File: src/rtl/led_scan_if.sv
`default_nettype none
// ---------------------------------------------------------------------------
// Module   : led_scan_if
// Brief    : Value-source / display-side bundle for the LED scan scheduler.
// Revision : 1.0
// ---------------------------------------------------------------------------
interface led_scan_if;
  logic [15:0] digits_in;
  logic [3:0]  dp_in;
  logic        load;
  logic        load_ack;
  logic        frame_start;
  logic        an3;
  logic        an2;
  logic        an1;
  logic        an0;
  logic [1:0]  digit_sel;
  logic [3:0]  nibble;
  logic        dp;

  modport master (
    output digits_in, dp_in, load,
    input  load_ack, frame_start, an3, an2, an1, an0, digit_sel, nibble, dp
  );

  modport slave (
    input  digits_in, dp_in, load,
    output load_ack, frame_start, an3, an2, an1, an0, digit_sel, nibble, dp
  );
endinterface
`default_nettype wire

File: src/rtl/led_scan_scheduler.sv
`default_nettype none
// ---------------------------------------------------------------------------
// Module   : led_scan_scheduler
// Brief    : Four-digit anode scan with inter-digit blanking and a
//            double-buffered display word committed at frame boundaries.
// Revision : 1.0
// ---------------------------------------------------------------------------
module led_scan_scheduler #(
  parameter int ON_CYCLES    = 16,
  parameter int BLANK_CYCLES = 2
) (
  input  wire logic   clk,
  input  wire logic   reset,
  led_scan_if.slave   bus
);

  localparam int c_max_cycles = (ON_CYCLES > BLANK_CYCLES) ? ON_CYCLES : BLANK_CYCLES;
  localparam int c_cnt_w      = $clog2(c_max_cycles + 1);
  localparam logic [c_cnt_w-1:0] c_on_last    = c_cnt_w'(ON_CYCLES - 1);
  localparam logic [c_cnt_w-1:0] c_blank_last = c_cnt_w'(BLANK_CYCLES - 1);

  typedef enum logic [0:0] {
    ST_BLANK = 1'b0,
    ST_ON    = 1'b1
  } state_t;

  state_t             r_state;
  logic [c_cnt_w-1:0] r_cnt;
  logic               r_started;
  logic               r_pending;
  logic [15:0]        r_stage_digits;
  logic [3:0]         r_stage_dp;
  logic [15:0]        r_shadow_digits;
  logic [3:0]         r_shadow_dp;
  logic [3:0]         r_an;
  logic [1:0]         r_sel;
  logic [3:0]         r_nibble;
  logic               r_dp;
  logic               r_frame_start;
  logic               r_load_ack;

  logic               w_blank_entry;
  logic [1:0]         w_next_sel;
  logic               w_commit;
  logic [15:0]        w_shadow_digits_nxt;
  logic [3:0]         w_shadow_dp_nxt;
  logic [3:0]         w_nibble_nxt;
  logic               w_dp_nxt;

  // The first clock after reset is treated as a BLANK entry for digit 3 so
  // that it is a frame boundary like any other.
  assign w_blank_entry = !r_started || ((r_state == ST_ON) && (r_cnt == c_on_last));
  assign w_next_sel    = r_started ? (r_sel - 2'd1) : 2'd3;
  assign w_commit      = w_blank_entry && (w_next_sel == 2'd3);

  always_comb begin
    w_shadow_digits_nxt = r_shadow_digits;
    w_shadow_dp_nxt     = r_shadow_dp;
    if (w_commit) begin
      if (bus.load) begin
        w_shadow_digits_nxt = bus.digits_in;
        w_shadow_dp_nxt     = bus.dp_in;
      end else if (r_pending) begin
        w_shadow_digits_nxt = r_stage_digits;
        w_shadow_dp_nxt     = r_stage_dp;
      end
    end
  end

  assign w_nibble_nxt = w_shadow_digits_nxt[{w_next_sel, 2'b00} +: 4];
  assign w_dp_nxt     = ~w_shadow_dp_nxt[w_next_sel];

  always_ff @(posedge clk or negedge reset) begin
    if (!reset) begin
      r_state         <= ST_BLANK;
      r_cnt           <= '0;
      r_started       <= 1'b0;
      r_pending       <= 1'b0;
      r_stage_digits  <= '0;
      r_stage_dp      <= '0;
      r_shadow_digits <= '0;
      r_shadow_dp     <= '0;
      r_an            <= 4'hF;
      r_sel           <= 2'd3;
      r_nibble        <= 4'h0;
      r_dp            <= 1'b1;
      r_frame_start   <= 1'b0;
      r_load_ack      <= 1'b0;
    end else begin
      r_started       <= 1'b1;
      r_load_ack      <= bus.load;
      r_frame_start   <= w_commit;
      r_shadow_digits <= w_shadow_digits_nxt;
      r_shadow_dp     <= w_shadow_dp_nxt;
      r_pending       <= (bus.load || r_pending) && !w_commit;
      if (bus.load) begin
        r_stage_digits <= bus.digits_in;
        r_stage_dp     <= bus.dp_in;
      end

      if (w_blank_entry) begin
        r_state  <= ST_BLANK;
        r_cnt    <= '0;
        r_an     <= 4'hF;
        r_sel    <= w_next_sel;
        r_nibble <= w_nibble_nxt;
        r_dp     <= w_dp_nxt;
      end else if (r_state == ST_BLANK) begin
        if (r_cnt == c_blank_last) begin
          r_state <= ST_ON;
          r_cnt   <= '0;
          r_an    <= ~(4'b0001 << r_sel);
        end else begin
          r_cnt <= r_cnt + c_cnt_w'(1);
        end
      end else begin
        r_cnt <= r_cnt + c_cnt_w'(1);
      end
    end
  end

  assign bus.an3         = r_an[3];
  assign bus.an2         = r_an[2];
  assign bus.an1         = r_an[1];
  assign bus.an0         = r_an[0];
  assign bus.digit_sel   = r_sel;
  assign bus.nibble      = r_nibble;
  assign bus.dp          = r_dp;
  assign bus.frame_start = r_frame_start;
  assign bus.load_ack    = r_load_ack;

endmodule
`default_nettype wire

File: src/flat_wrapper.sv
// flat-port wrapper written by rule: the top's interface ports become plain ports
module led_scan_scheduler_flat 
#(
  parameter int ON_CYCLES    = 16,
  parameter int BLANK_CYCLES = 2
)
  (clk, reset, bus_digits_in, bus_dp_in, bus_load, bus_load_ack, bus_frame_start, bus_an3, bus_an2, bus_an1, bus_an0, bus_digit_sel, bus_nibble, bus_dp);
  led_scan_if bus_i ();
  input  wire logic clk;
  input  wire logic reset;
  input wire logic [$bits(bus_i.digits_in)-1:0] bus_digits_in;
  input wire logic [$bits(bus_i.dp_in)-1:0] bus_dp_in;
  input wire logic [$bits(bus_i.load)-1:0] bus_load;
  output wire logic [$bits(bus_i.load_ack)-1:0] bus_load_ack;
  output wire logic [$bits(bus_i.frame_start)-1:0] bus_frame_start;
  output wire logic [$bits(bus_i.an3)-1:0] bus_an3;
  output wire logic [$bits(bus_i.an2)-1:0] bus_an2;
  output wire logic [$bits(bus_i.an1)-1:0] bus_an1;
  output wire logic [$bits(bus_i.an0)-1:0] bus_an0;
  output wire logic [$bits(bus_i.digit_sel)-1:0] bus_digit_sel;
  output wire logic [$bits(bus_i.nibble)-1:0] bus_nibble;
  output wire logic [$bits(bus_i.dp)-1:0] bus_dp;
  assign bus_i.digits_in = bus_digits_in;
  assign bus_i.dp_in = bus_dp_in;
  assign bus_i.load = bus_load;
  assign bus_load_ack = bus_i.load_ack;
  assign bus_frame_start = bus_i.frame_start;
  assign bus_an3 = bus_i.an3;
  assign bus_an2 = bus_i.an2;
  assign bus_an1 = bus_i.an1;
  assign bus_an0 = bus_i.an0;
  assign bus_digit_sel = bus_i.digit_sel;
  assign bus_nibble = bus_i.nibble;
  assign bus_dp = bus_i.dp;
  led_scan_scheduler #(.ON_CYCLES(ON_CYCLES), .BLANK_CYCLES(BLANK_CYCLES)) u_core (.clk(clk), .reset(reset), .bus(bus_i));
endmodule
File: config.mk
export PLATFORM = sky130hd
export DESIGN_NAME = led_scan_scheduler_flat
export DESIGN_NICKNAME = d
export VERILOG_FILES = /design/src/rtl/led_scan_if.sv /design/src/rtl/led_scan_scheduler.sv /design/src/flat_wrapper.sv
export SDC_FILE = /design/constraint.sdc
export NUM_CORES = 1
export LEC_CHECK = 0
export BUFFER_PORTS_ARGS = -buffer_cell sky130_fd_sc_hd__buf_2
export CAP_MARGIN = 10
export CORE_MARGIN = 4
export CORE_UTILIZATION = 52
export DETAILED_ROUTE_END_ITERATION = 10
export GPL_ROUTABILITY_DRIVEN = 0
export PLACE_DENSITY_LB_ADDON = 0.12
export SLEW_MARGIN = 20
export SYNTH_ARGS = -nofsm -noshare
export SYNTH_HDL_FRONTEND = slang
export SYNTH_SLANG_ARGS = --single-unit
File: constraint.sdc
create_clock -name clk -period 2.3 [get_ports clk]
set_input_delay 0.46 -clock clk [delete_from_list [all_inputs] [get_ports clk]]
set_output_delay 0.46 -clock clk [all_outputs]
set_load 0.05 [all_outputs]
# Word level (Yosys, flattened, before mapping)
# Index checks and enable logic that the tools add are counted.
dict set report op_classes {
  addsub 2
  n_lt_le_gt_ge 1
  eq_ne 4
  n_shift 2
  mux 18
  n_bitwise 2
  n_reduce_logical 9
}
# op n
set op_table {}
lappend op_table {{$mux 16} 3}
lappend op_table {{$mux 4} 6}
lappend op_table {{$shiftx 16x5->4} 1}
lappend op_table {{$mux 5} 3}
lappend op_table {{$add 5x1->5 const B} 1}
lappend op_table {{$eq 5x1->1 const B} 1}
lappend op_table {{$eq 5x4->1 const B} 1}
lappend op_table {{$mux 1} 4}
lappend op_table {{$not 4->4} 1}
lappend op_table {{$shl 1x2->4 const A} 1}
lappend op_table {{$logic_and 1x1->1} 3}
lappend op_table {{$lt 2x3->1 const B} 1}
lappend op_table {{$bmux 1 s2} 1}
lappend op_table {{$eq 2x2->1 const B} 1}
lappend op_table {{$logic_not 1->1} 2}
lappend op_table {{$logic_or 1x1->1} 2}
lappend op_table {{$mux 2} 1}
lappend op_table {{$ne 2x2->1 const B} 1}
lappend op_table {{$reduce_and 2->1} 1}
lappend op_table {{$reduce_bool 2->1} 1}
lappend op_table {{$sub 2x1->2 const B} 1}
lappend op_table {{$not 1->1} 1}
dict set report totals {
  register_bits 61
  in_bits 23
  out_inout_bits 13
}

# Depth between registers and ports, before layout
dict set report logic_depth {
  depth_word 8
  depth_mapped 11
  depth_no_buf 9
}

# Least setup slack after synthesis
# No wires, ideal clock.
dict set report synth_timing {
  path_kind {register to register}
  startpoint {register u_core.r_sel[0], in the netlist u_core.bus.digit_sel[0]}
  endpoint {register u_core.r_nibble[2], in the netlist u_core.bus.nibble[2]}
  setup_ns 0.124
  arrival_ns 2.515
  required_time_ns 2.176
  setup_slack_ns -0.339
  stages_incl_launch_ff 8
  n_path_buf 0
  cell_sequence {dfstp_2 inv_1 ha_1 nand4bb_4 a21o_1 a22o_1 a221o_1 a211o_1}
}
dict set report synth_via {
  elab_chain_cells 6
}
# element line
set synth_rtl {}
lappend synth_rtl {{start, declared} led_scan_scheduler.sv:36} ;# logic [1:0] r_sel;
lappend synth_rtl {{start signal, assigned} led_scan_scheduler.sv:105} ;# r_sel <= w_next_sel;
lappend synth_rtl {{$sub 2x1->2} led_scan_scheduler.sv:53} ;# assign w_next_sel = r_started ? (r_sel - 2'd1) : 2'd3;
lappend synth_rtl {{$mux 2} led_scan_scheduler.sv:53}
lappend synth_rtl {{$eq 2x2->1} led_scan_scheduler.sv:54} ;# assign w_commit = w_blank_entry && (w_next_sel == 2'd3);
lappend synth_rtl {{$logic_and 1x1->1} led_scan_scheduler.sv:54}
lappend synth_rtl {{$mux 16} led_scan_scheduler.sv:59} ;# if (w_commit) begin
lappend synth_rtl {{named net u_core.w_shadow_digits_nxt[6]} led_scan_scheduler.sv:45} ;# logic [15:0] w_shadow_digits_nxt;
lappend synth_rtl {{$shiftx 16x5->4} led_scan_scheduler.sv:70} ;# assign w_nibble_nxt = w_shadow_digits_nxt[{w_next_sel, 2'b00} +: 4];
lappend synth_rtl {{end signal, assigned} led_scan_scheduler.sv:106} ;# r_nibble <= w_nibble_nxt;
lappend synth_rtl {{end, declared} led_scan_scheduler.sv:37} ;# logic [3:0] r_nibble;
# The timed path passes the listed nets, and every way through them passes these cells.
# A chain may end at the register's enable or synchronous reset.

# Worst setup path in the final report
dict set report layout_timing {
  startpoint {register u_core.r_sel[1], in the netlist u_core.bus.digit_sel[1]}
  endpoint {register u_core.r_nibble[2], in the netlist u_core.bus.nibble[2]}
}
# Same word-level chain as after synthesis.

==> report_table.html <==
<table>
<tr><th>Metric</th><th>Value</th></tr>
<tr><th colspan="2">Outcome</th></tr>
<tr><td>Run status</td><td>complete, no violations</td></tr>
<tr><th colspan="2">Critical path</th></tr>
<tr><td>Maximum fanout count along the critical path</td><td>7</td></tr>
<tr><td>Class of the most critical setup path</td><td>flop to flop</td></tr>
<tr><td>Worst Setup End Kind</td><td>flop</td></tr>
<tr><td>FF-to-FF Start</td><td>u_core.bus.digit_sel[1]$_DFFE_PN1N_</td></tr>
<tr><td>Element type at the critical path start</td><td>flop</td></tr>
<tr><td>Start point of the critical path</td><td>u_core.bus.digit_sel[1]$_DFFE_PN1N_</td></tr>
<tr><td>Data arrival, critical path</td><td>2.48 ns</td></tr>
<tr><td>Worst endpoint required time</td><td>2.52 ns</td></tr>
<tr><th colspan="2">Logic synthesis</th></tr>
<tr><td>Mapped Cells</td><td>281</td></tr>
<tr><td>Count of cell types in the netlist</td><td>44</td></tr>
<tr><td>Mapped Area</td><td>0.002888 mm²</td></tr>
<tr><td>Yosys top cell by area</td><td>sky130_fd_sc_hd__dfrtp_1</td></tr>
<tr><td>Count of state elements after synthesis</td><td>61</td></tr>
<tr><td>Most instantiated cells after synthesis</td><td>54 x sky130_fd_sc_hd__dfrtp_1, 36 x sky130_fd_sc_hd__nand2_1, 28 x sky130_fd_sc_hd__o21ai_0, 16 x sky130_fd_sc_hd__nor2_1, 15 x sky130_fd_sc_hd__inv_1</td></tr>
<tr><td>Top cell type's share of synthesized area</td><td>46.79%</td></tr>
<tr><td>Async S/R FF share, synth</td><td>100.0%</td></tr>
<tr><td>Cell with the most instances after synthesis</td><td>sky130_fd_sc_hd__dfrtp_1</td></tr>
<tr><td>Number of synthesized flops with an enable pin</td><td>0</td></tr>
<tr><td>Seq/Total Area, Yosys</td><td>53.16%</td></tr>
<tr><td>Synth Flop Type</td><td>sky130_fd_sc_hd__dfrtp_1</td></tr>
<tr><td>Synthesis Warnings</td><td>0</td></tr>
<tr><td>Synth Net Count</td><td>311</td></tr>
<tr><td>Post-Syn Area per Cell</td><td>10.28 µm²</td></tr>
<tr><td>Leading cell types by total area after synthesis</td><td>sky130_fd_sc_hd__dfrtp_1 47%, sky130_fd_sc_hd__dfstp_2 6.4%, sky130_fd_sc_hd__o21ai_0 4.9%, sky130_fd_sc_hd__nand2_1 4.7%, sky130_fd_sc_hd__ha_1 3.0%</td></tr>
<tr><th colspan="2">Power</th></tr>
<tr><td>Power share of the sequential group</td><td>49.8%</td></tr>
<tr><td>Clock power share</td><td>30.0%</td></tr>
<tr><td>Switching part of the total power</td><td>30.59%</td></tr>
<tr><td>Net switching power of the design</td><td>794.0 µW</td></tr>
<tr><td>Reported leakage power</td><td>0.001668 µW</td></tr>
<tr><td>Comb pwr share</td><td>20.1%</td></tr>
<tr><td>Pwr/cell area</td><td>742.2 mW/mm²</td></tr>
<tr><td>Worst IR drop on VDD</td><td>0.0004663 V</td></tr>
<tr><td>Internal power</td><td>1802 µW</td></tr>
<tr><th colspan="2">Clock network</th></tr>
<tr><td>Clock buffers created by TritonCTS</td><td>9</td></tr>
<tr><td>Clk pin slew, worst setup/hold paths</td><td>0.07 ns</td></tr>
<tr><td>Clock network latency to the later pin of the worst-skew pair</td><td>0.34 ns</td></tr>
<tr><td>TritonCTS clock tree</td><td>done</td></tr>
<tr><td>CTS HTree Levels</td><td>3</td></tr>
<tr><td>Cell chosen for the clock root</td><td>sky130_fd_sc_hd__clkbuf_8</td></tr>
<tr><td>Deepest clock path buffer count</td><td>2</td></tr>
<tr><td>Clock sinks</td><td>61</td></tr>
<tr><td>Number of hold buffers added after cts</td><td>0</td></tr>
<tr><th colspan="2">Cells and area</th></tr>
<tr><td>Inserted Diodes</td><td>0</td></tr>
<tr><td>Filler cells</td><td>432</td></tr>
<tr><td>Share of cells above drive strength 1</td><td>28.61%</td></tr>
<tr><td>Final nets</td><td>365</td></tr>
<tr><td>Layout-stage area growth over the synthesis result</td><td>21.10%</td></tr>
<tr><th colspan="2">Global route</th></tr>
<tr><td>Overflow after GRT</td><td>0</td></tr>
<tr><td>Met2 routing resource usage after global routing</td><td>32.13%</td></tr>
<tr><td>Met3 usage in global routing</td><td>4.555%</td></tr>
<tr><td>Number of global-route vias before repair</td><td>2171</td></tr>
<tr><td>Tot GR Track Use</td><td>21.16%</td></tr>
<tr><td>Maximum number of pins on one net before global-route repair</td><td>38</td></tr>
<tr><td>Global routing's busiest layer</td><td>met2</td></tr>
<tr><td>Grt met1 use</td><td>28.21%</td></tr>
<tr><td>Wire length of the first global-routing pass</td><td>10490 µm</td></tr>
<tr><td>Antenna violations before repair</td><td>0</td></tr>
<tr><th colspan="2">Detailed routing</th></tr>
<tr><td>DRC Markers</td><td>0</td></tr>
<tr><td>DR vias</td><td>2284</td></tr>
<tr><td>Per-cell routed wire length</td><td>15.61 µm</td></tr>
<tr><td>Detailed-route vias per instance</td><td>5.584</td></tr>
<tr><td>Pre-antenna DRT Iters</td><td>4</td></tr>
<tr><td>Post-route antenna net violation count</td><td>0</td></tr>
<tr><td>Wire length reported by the detailed router</td><td>6383 µm</td></tr>
<tr><td>Violation count after the first detailed-route iteration</td><td>142</td></tr>
<tr><th colspan="2">STA</th></tr>
<tr><td>Relative slew margins</td><td>63.17%</td></tr>
<tr><td>Count of endpoints failing setup in the final report</td><td>0</td></tr>
<tr><td>Setup repair after global routing missed its margin</td><td>yes</td></tr>
<tr><td>Slew at the pin closest to its max-slew limit</td><td>0.5524 ns</td></tr>
<tr><td>Ratio of final minimum period to clock period</td><td>98.30%</td></tr>
<tr><td>Hold Violations, Final</td><td>0</td></tr>
<tr><td>Highest clock frequency the design can meet</td><td>442.3 MHz</td></tr>
<tr><td>Clock tree skew after final layout</td><td>0.007984 ns</td></tr>
<tr><td>Final hold slack</td><td>0.08794 ns</td></tr>
<tr><td>Number of pins exceeding their max-slew limit in the final report</td><td>0</td></tr>
<tr><td>Crit path time final</td><td>2.261 ns</td></tr>
<tr><td>Least setup slack across all paths after layout</td><td>0.03900 ns</td></tr>
<tr><th colspan="2">Placed design</th></tr>
<tr><td>Number of port buffers</td><td>35</td></tr>
<tr><td>Post-DP HPWL</td><td>4350 µm</td></tr>
<tr><td>Worst-case setup slack after placement</td><td>-0.01507 ns</td></tr>
<tr><th colspan="2">Floorplan</th></tr>
<tr><td>I/O pin total</td><td>36</td></tr>
<tr><td>Initial standard-cell utilization of the core</td><td>55.14%</td></tr>
<tr><td>Floorplan die area</td><td>0.006810 mm²</td></tr>
<tr><td>Core area</td><td>0.005238 mm²</td></tr>
<tr><td>Height of the die</td><td>82.52 µm</td></tr>
<tr><td>Horizontal extent of the die</td><td>82.52 µm</td></tr>
<tr><td>Core Rows</td><td>26</td></tr>
<tr><th colspan="2">Run</th></tr>
<tr><td>Max-cap violation count</td><td>0</td></tr>
<tr><th colspan="2">Min path</th></tr>
<tr><td>Worst hold path type</td><td>input pin to asynchronous set/reset pin</td></tr>
</table>
==> metrics by stage <==
stage / cell area (µm²) / instances / setup TNS (ns) / utilization, % / power [µW]
6_report: 3497 / 409 / 0 / 66.77 / 2596
3_3_place_gp: 3274 / 390 / 0 / 62.52 / 1800
2_1_floorplan: 2910 / 281 / -0.2217 / - / 1650
5_1_grt: 3497 / 409 / -0.04084 / 66.77 / 2739
4_1_cts: 3435 / 405 / 0 / 65.58 / 2600
3_5_place_dp: 3274 / 390 / -0.02912 / 62.52 / 1815
==> worst max-delay path, stage by stage (launching register included) <==
cell	delay (ns)
sky130_fd_sc_hd__dfstp_4	0.63
sky130_fd_sc_hd__inv_4	0.04
sky130_fd_sc_hd__ha_4	0.22
sky130_fd_sc_hd__nand4bb_4	0.21
sky130_fd_sc_hd__a21o_4	0.26
sky130_fd_sc_hd__a22o_1	0.24
sky130_fd_sc_hd__a221o_1	0.32
sky130_fd_sc_hd__a211o_1	0.22
==> cells in the final DEF, fill, tap and decap left out, types with 2 or more instances in the layout <==
master	synthesis	routed
sky130_fd_sc_hd__clkbuf_1	8	3
sky130_fd_sc_hd__o211ai_1	4	4
sky130_fd_sc_hd__a21oi_1	4	4
sky130_fd_sc_hd__dfstp_4	0	2
sky130_fd_sc_hd__a221o_1	3	3
sky130_fd_sc_hd__a32oi_2	0	2
sky130_fd_sc_hd__or3_1	2	2
sky130_fd_sc_hd__dfrtp_1	54	54
sky130_fd_sc_hd__a22o_1	4	4
sky130_fd_sc_hd__clkinv_2	0	3
sky130_fd_sc_hd__a22oi_1	11	11
sky130_fd_sc_hd__inv_4	0	3
sky130_fd_sc_hd__xnor2_1	2	2
sky130_fd_sc_hd__a21o_1	5	4
sky130_fd_sc_hd__nand2b_1	8	8
sky130_fd_sc_hd__ha_4	0	2
sky130_fd_sc_hd__buf_2	5	35
sky130_fd_sc_hd__nand3_1	5	5
sky130_fd_sc_hd__clkbuf_8	0	9
sky130_fd_sc_hd__nand3b_1	2	2
sky130_fd_sc_hd__ha_1	7	4
sky130_fd_sc_hd__o21ai_0	28	27
sky130_fd_sc_hd__and2_1	6	6
sky130_fd_sc_hd__a31oi_1	5	5
sky130_fd_sc_hd__mux2_2	6	6
sky130_fd_sc_hd__buf_12	0	2
sky130_fd_sc_hd__a32o_1	2	2
sky130_fd_sc_hd__nor2b_1	5	5
sky130_fd_sc_hd__buf_4	0	22
sky130_fd_sc_hd__mux2i_1	5	5
sky130_fd_sc_hd__nand2_1	36	36
sky130_fd_sc_hd__inv_1	15	13
sky130_fd_sc_hd__nor2_1	16	16
sky130_fd_sc_hd__a211o_1	6	6
sky130_fd_sc_hd__dfstp_2	7	5
==> layer usage <==
layer  share of wire [%]  vias up
met5                   0        -
met1                  47     1106
met2                  47       57
met3                 4.6       13
met4                 2.2        0
li1                    -     1108
==> area by class of cell <==
class / instances / area [µm²] / area share, %
flip-flops and latches: 61 / 1543 / 44.11
multi-input cells: 188 / 1269 / 36.28
repair buffers: 59 / 380.4 / 10.88
clock buffers: 12 / 135.1 / 3.864
well taps: 70 / 87.58 / 2.504
inverters: 16 / 67.56 / 1.932
clock inverters: 3 / 15.01 / 0.4293
==> state kept, by name, indices dropped and copies added (netlist names), 2 cells and up <==
name / count
u_core.bus.digit_sel: 2
u_core.bus.nibble: 4
u_core.r_an: 4
u_core.r_cnt: 5
u_core.r_shadow_digits: 16
u_core.r_shadow_dp: 4
u_core.r_stage_digits: 16
u_core.r_stage_dp: 4
==> logic make-up after synthesis <==
logic type	after synthesis	synth area share, %
other	1	0.1299
adder cells (fa/ha/maj)	7	3.033
AO/OA/AOI/OAI	79	18.85
XOR/XNOR	3	0.9100
flip-flops	61	53.16
multiplexers	11	4.073
AND/OR/NAND/NOR	87	15.21
buffers and inverters	32	4.636
==> power by group through the flow <==
stage          logic [µW]  registers, µW  clock network (µW)
2_1_floorplan         260           1390                   0
3_3_place_gp          494           1310                   0
3_5_place_dp          506           1310                   0
4_1_cts               510           1290                 799
5_1_grt               576           1310                 852
6_report              523           1290                 779
==> repair_timing <==
| item | in CTS | in global routing |
|---|---|---|
| gates resized for setup | 3 | 7 |
| pin swaps | 0 | 1 |
| buffers inserted | 0 | 4 |
| gates cloned | 0 | 0 |
| setup endpoints to repair | 5 | 8 |
==> worst paths after layout <==
check | endpoint | slack [ns] | depth (start not counted)
worst max-delay path | u_core.bus.nibble[2]$_DFFE_PN0N_ | 0.04 | 7
worst min-delay path | u_core.r_cnt[2]$_DFF_PN0_ | 0.09 | 1
worst max register to register | u_core.bus.nibble[2]$_DFFE_PN0N_ | 0.04 | 7
worst min register to register | u_core.r_shadow_digits[14]$_DFF_PN0_ | 0.48 | 2
max in group asynchronous | u_core.bus.nibble[3]$_DFFE_PN0N_ | 1.52 | 2
min in group clk | u_core.r_stage_dp[1]$_DFFE_PN0P_ | 0.32 | 3
No activity file was read; power rests on OpenSTA's default activity.
